$ cat src/rtl/systolic_sched.sv
// Sequencer for one output-stationary matmul pass over an N x N PE grid.
// Define SYS_SCHED_TIMEOUT_EN to bound the WAIT state by TIMEOUT cycles.
module systolic_sched #(
  parameter int unsigned N  = 4,
  parameter int unsigned DW = 8,
  parameter int unsigned KW = 8
`ifdef SYS_SCHED_TIMEOUT_EN
  ,
  parameter int unsigned TIMEOUT = 256
`endif
) (
  input  logic            clk,
  input  logic            reset,
  input  logic            start,
  input  logic [KW-1:0]   k_len,
  output logic            busy,
  output logic            done,
  output logic            op_rd_en,
  output logic [KW-1:0]   op_rd_addr,
  input  logic [N*DW-1:0] a_rd_data,
  input  logic [N*DW-1:0] b_rd_data,
  output logic [N*DW-1:0] arr_a,
  output logic [N*DW-1:0] arr_b,
  output logic [N-1:0]    arr_valid,
  output logic            arr_clear,
  input  logic [N*N-1:0]  pe_valid_out,
  input  logic [N*N-1:0]  pe_overflow,
  output logic            err_overflow,
  output logic            err_timeout
);

  localparam int unsigned FCW = (N > 1) ? $clog2(N) : 1;

  typedef enum logic [2:0] {
    S_IDLE, S_CLEAR, S_FEED, S_FLUSH, S_WAIT, S_DONE
  } state_e;

  state_e         state_q;
  logic [KW-1:0]  k_len_q;
  logic           busy_q, done_q, rd_en_q, clear_q, err_ov_q;
  logic [KW-1:0]  rd_addr_q;
  logic [N*N-1:0] seen_q;
  logic [N*N-1:0] seen_d;
  logic [FCW-1:0] flush_cnt_q;
  logic [N-1:0]   vld_q;
  logic           wait_expired;

  assign seen_d = seen_q | pe_valid_out;

  // Pass sequencing; outputs are registered alongside the state.
  always_ff @(posedge clk) begin
    if (!reset) begin
      state_q     <= S_IDLE;
      k_len_q     <= '0;
      busy_q      <= 1'b0;
      done_q      <= 1'b0;
      rd_en_q     <= 1'b0;
      rd_addr_q   <= '0;
      clear_q     <= 1'b0;
      seen_q      <= '0;
      flush_cnt_q <= '0;
      err_ov_q    <= 1'b0;
    end else begin
      done_q  <= 1'b0;
      clear_q <= 1'b0;
      if (state_q != S_IDLE) err_ov_q <= err_ov_q | (|pe_overflow);
      unique case (state_q)
        S_IDLE: begin
          if (start) begin
            k_len_q  <= k_len;
            busy_q   <= 1'b1;
            err_ov_q <= 1'b0;
            if (k_len == '0) begin
              state_q <= S_DONE;
              done_q  <= 1'b1;
            end else begin
              state_q <= S_CLEAR;
              clear_q <= 1'b1;
            end
          end
        end
        S_CLEAR: begin
          state_q   <= S_FEED;
          seen_q    <= '0;
          rd_en_q   <= 1'b1;
          rd_addr_q <= '0;
        end
        S_FEED: begin
          seen_q <= seen_d;
          if (rd_addr_q == k_len_q - KW'(1)) begin
            state_q     <= S_FLUSH;
            rd_en_q     <= 1'b0;
            flush_cnt_q <= '0;
          end else begin
            rd_addr_q <= rd_addr_q + KW'(1);
          end
        end
        S_FLUSH: begin
          seen_q <= seen_d;
          if (flush_cnt_q == FCW'(N - 1)) state_q <= S_WAIT;
          else flush_cnt_q <= flush_cnt_q + FCW'(1);
        end
        S_WAIT: begin
          seen_q <= seen_d;
          if ((&seen_d) || wait_expired) begin
            state_q <= S_DONE;
            done_q  <= 1'b1;
          end
        end
        S_DONE: begin
          state_q <= S_IDLE;
          busy_q  <= 1'b0;
        end
        default: state_q <= S_IDLE;
      endcase
    end
  end

`ifdef SYS_SCHED_TIMEOUT_EN
  localparam int unsigned WCW = $clog2(TIMEOUT + 1);
  logic [WCW-1:0] wait_cnt_q;
  logic           err_to_q;

  assign wait_expired = (state_q == S_WAIT) && !(&seen_d) &&
                        (wait_cnt_q == WCW'(TIMEOUT - 1));

  always_ff @(posedge clk) begin
    if (!reset) begin
      wait_cnt_q <= '0;
      err_to_q   <= 1'b0;
    end else begin
      if (state_q != S_WAIT) wait_cnt_q <= '0;
      else wait_cnt_q <= wait_cnt_q + WCW'(1);
      if (state_q == S_IDLE && start) err_to_q <= 1'b0;
      else if (wait_expired) err_to_q <= 1'b1;
    end
  end

  assign err_timeout = err_to_q;
`else
  assign wait_expired = 1'b0;
  assign err_timeout  = 1'b0;
`endif

  // vld_q[i] is the read strobe delayed 1+i cycles; bit 0 marks valid buffer data.
  always_ff @(posedge clk) begin
    if (!reset) begin
      vld_q <= '0;
    end else begin
      vld_q[0] <= rd_en_q;
      for (int i = 1; i < N; i++) vld_q[i] <= vld_q[i-1];
    end
  end

  // Lane i runs through i stages; invalid cycles shift in zeros.
  for (genvar i = 0; i < N; i++) begin : g_lane
    logic [DW-1:0] a_in, b_in;
    assign a_in = vld_q[0] ? a_rd_data[i*DW +: DW] : '0;
    assign b_in = vld_q[0] ? b_rd_data[i*DW +: DW] : '0;
    if (i == 0) begin : g_direct
      assign arr_a[DW-1:0] = a_in;
      assign arr_b[DW-1:0] = b_in;
    end else begin : g_skew
      logic [DW-1:0] a_sr_q [0:i-1];
      logic [DW-1:0] b_sr_q [0:i-1];
      always_ff @(posedge clk) begin
        if (!reset) begin
          for (int s = 0; s < i; s++) begin
            a_sr_q[s] <= '0;
            b_sr_q[s] <= '0;
          end
        end else begin
          a_sr_q[0] <= a_in;
          b_sr_q[0] <= b_in;
          for (int s = 1; s < i; s++) begin
            a_sr_q[s] <= a_sr_q[s-1];
            b_sr_q[s] <= b_sr_q[s-1];
          end
        end
      end
      assign arr_a[i*DW +: DW] = a_sr_q[i-1];
      assign arr_b[i*DW +: DW] = b_sr_q[i-1];
    end
  end

  assign busy         = busy_q;
  assign done         = done_q;
  assign op_rd_en     = rd_en_q;
  assign op_rd_addr   = rd_addr_q;
  assign arr_valid    = vld_q;
  assign arr_clear    = clear_q;
  assign err_overflow = err_ov_q;

endmodule
$ cat config.mk
export PLATFORM = sky130hd
export DESIGN_NAME = systolic_sched
export DESIGN_NICKNAME = d
export VERILOG_FILES = /design/src/rtl/systolic_sched.sv
export SDC_FILE = /design/constraint.sdc
export NUM_CORES = 1
export LEC_CHECK = 0
export ABC_AREA = 1
export CAP_MARGIN = 20
export CORE_MARGIN = 1
export CORE_UTILIZATION = 48
export CTS_BUF_LIST = sky130_fd_sc_hd__clkbuf_8 sky130_fd_sc_hd__clkbuf_16
export CTS_CLUSTER_SIZE = 30
export DETAILED_ROUTE_END_ITERATION = 8
export PLACE_DENSITY = 0.8
export RECOVER_POWER = 50
export SLEW_MARGIN = 10
export SYNTH_ARGS = -nofsm -noshare
export SYNTH_HDL_FRONTEND = slang
export SYNTH_SLANG_ARGS = --single-unit
$ cat constraint.sdc
create_clock -name clk -period 5 [get_ports clk]
set_clock_uncertainty 0.2 [all_clocks]
set_input_delay 1 -clock clk [delete_from_list [all_inputs] [get_ports clk]]
set_output_delay 1 -clock clk [all_outputs]
set_load 0.05 [all_outputs]
==> results_dict.tcl <==
set metrics [dict create \
    status "finished with violations" \
    violations "capacitance limit, slew limit" \
    rsz0062_at_grt "false" \
    avgSynthCellArea_um2 7.713 \
    maxCapViolCount 1 \
    grt_max_degree 58 \
    p_int_mw 2.268 \
    synthTopCellsByCount "146 x inv_1, 142 x dfxtp_1, 134 x nand2_1" \
    combPwrFrac 0.258 \
    synth.distinct_cells 36 \
    die_height_um 108.0 \
    rows 38 \
    timing.fmax_ghz 0.2755 \
    worst_pin_slew_ns 1.608 \
    synthFlopType "dfxtp_1" \
    numCtsBuffers 17 \
    total_power_mw 3.378 \
    synthCells 699 \
    cp_max_fo 1 \
    crit_family "buffers and inverters" \
    die_w_um 108.0 \
    synth_top_area_share 0.5273 \
    synthSimpleGateAreaFrac 0.2281 \
    ys_seq_area_frac 0.5273 \
    setup_viol 0 \
    pin_count 189 \
    multiInputGateArea_um2 1629 \
    drt-initial-drc-count 244 \
    clk_pin_slew_worst_paths_ns 0.06 \
    peakVddDrop_v 0.0003029 \
    cts_tree "yes" \
    totalWireLength_um 12430 \
    leakage_nw 3.804 \
    place_congestion 0.8271 \
    critical_path_class "in2out" \
    synth.ff_latch_count 142 \
    grt_pass1_wl_um 19630 \
    hold_buffers 0 \
    netlist_area_um2 5391 \
    area_delta_synth_final_pct 41.84 \
    grt_overflow 0 \
    hold_path_class "reg2reg" \
    setup_tns_ns 0 \
    start_util 0.4952 \
    seqPwrFrac 0.392 \
    layout-drive-gt1-share 0.06481 \
    synthMuxAreaShare 0 \
    fin_nets 961 \
    synth-compound-area-share 0.05175 \
    insertion_delay_ns 0.51 \
    postCtsSetupBuffers 0 \
    n_fill_cell 875 \
    syn_nets 809 \
    slowest_stage "clkdlybuf4s50_1" \
    critPathRequiredTime_ns 3.80 \
    period_needed_ns 3.630 \
    slowest_delay_ns 0.81 \
    clk_path_buf_depth 2 \
    firstDrtPassIters 4 \
    synth_area_leaders "dfxtp_1 53%, inv_1 10%, nand2_1 9.3%" \
    post_cts_resized 0 \
    cts_root_buf "clkbuf_8" \
    drtAntennaViolNets 0 \
    pre_cts_ws_ns 1.362 \
    synth-xor-area-share 0.01462 \
    cp_cell_sequence "clkdlybuf4s50_1 > nand2_1 > inv_1 > clkdlybuf4s50_1" \
    synth.most_common_cell "inv_1" \
    antenna_found_initial 0 \
    cts_sinks 142 \
    synth_edf_count 0 \
    yosys_warnings 0 \
    hold_slack_ns 0.2096 \
    vias_per_cell 4.596 \
    port_buffers 187 \
    slew_violations 50 \
    min_period_over_period 0.7260 \
    pwr-share-clk 0.350 \
    grt_util_all_layers 0.2157 \
    core_um2 10890 \
    cts_max_level 4 \
    dp_hpwl_um 8934 \
    start_kind "input port" \
    post_drt_wl_per_cell_um 12.38 \
    p_sw_frac 0.3286 \
    crit_buf_inv 3 \
    maxSlewHeadroom -0.07457 \
    yosysTopAreaCell "dfxtp_1" \
    end_kind "output port" \
    drcViolationCount 0 \
    first_global_vias 4517 \
    die_area_um2 11660 \
    worst-endpoint-arrival_ns 2.43 \
    hold_viol 0 \
    antenna_cells 0 \
    worst_slack_ns 1.370 \
    seq_area_um2 2843 \
    num_vias 4614 \
    yosys.area_share.adder 0.006962 \
    switching_power_mw 1.110 \
    synth_top_family_by_area "simple AND/OR/NAND/NOR gates" \
    power.density_nw_per_um2 441.8 \
    synthArstFlopShare 0 \
    crit_top_cell "clkdlybuf4s50_1" \
]
==> final cells by class <==
class | count | area share
clock buffer | 17 | 0.05416
clock inverter | 15 | 0.01914
inverter | 151 | 0.07412
multi-input combinational | 351 | 0.2130
sequential | 142 | 0.3717
tap | 140 | 0.02291
timing repair buffer | 188 | 0.2449
==> placed cells by master (no fill, tap or decap), types with 5 or more instances in the layout <==
cell and n:
xor2_1 5, o22ai_1 5, nor2_1 84, clkbuf_16 16, nand3_1 29, nor2_2 5, or2_2 11, nand2_1 134
inv_1 149, nand4_1 6, clkdlybuf4s50_1 186, nor3_1 5, dfxtp_1 142, a21oi_1 22, o21ai_0 15
==> layer usage <==
| metal | global-route usage | part of all wire |
|---|---|---|
| met2 | 0.3803 | 0.52 |
| met1 | 0.2349 | 0.38 |
| met4 | 0.1086 | 0.028 |
| met3 | 0.06209 | 0.073 |
| met5 | 0 | 0 |
==> metrics by stage <==
stage / std cells / utilization / area (µm²)
detailed placement: 972 / 0.6512 / 7091
finish: 1004 / 0.7024 / 7647
global placement: 972 / 0.6512 / 7091
CTS: 1004 / 0.7027 / 7651
global route: 1004 / 0.7024 / 7647
floorplan: 699 / - / 5391
==> worst min-delay path: cells and delay by family (launching register included) <==
family / cells / cell delay (ns)
flops: 1 / 0.30
simple gates: 1 / 0.04
buf+inv: 1 / 0.04
==> flip-flops by register name, summed over array words and instances, names as in the netlist, 2 cells and up <==
signal and count:
arr_valid 4, flush_cnt_q 2, g_lane.g_skew.a_sr_q 48, g_lane.g_skew.b_sr_q 48, k_len_q 8, op_rd_addr 8, seen_q 16, state_q 3
==> worst paths after layout <==
kind         slack (ns)                      startpoint                        endpoint  depth (start not counted)
min reg2reg        0.21  g_lane[3].g_skew.b_sr_q[0][11]  g_lane[3].g_skew.b_sr_q[0][19]                          2
min                0.21  g_lane[3].g_skew.b_sr_q[0][11]  g_lane[3].g_skew.b_sr_q[0][19]                          2
max                1.37                    b_rd_data[5]                        arr_b[5]                          4
max reg2reg        2.53                    arr_valid[0]   g_lane[2].g_skew.a_sr_q[0][1]                          2
==> cells by family after synthesis <==
kind of cell	Yosys count
AO/OA/AOI/OAI	50
buffers and inverters	206
flip-flops	142
other	1
adder cells (fa/ha/maj)	3
XOR/XNOR	9
AND/OR/NAND/NOR	288
==> power groups by stage <==
stage | logic, mW | registers, mW | clock network, mW
6_report | 0.873 | 1.32 | 1.18
5_1_grt | 0.953 | 1.33 | 1.25
4_1_cts | 0.875 | 1.32 | 1.20
3_5_place_dp | 0.869 | 1.34 | 0
3_3_place_gp | 0.840 | 1.34 | 0
2_1_floorplan | 0.510 | 1.42 | 0
No activity file was read; power rests on OpenSTA's default activity.
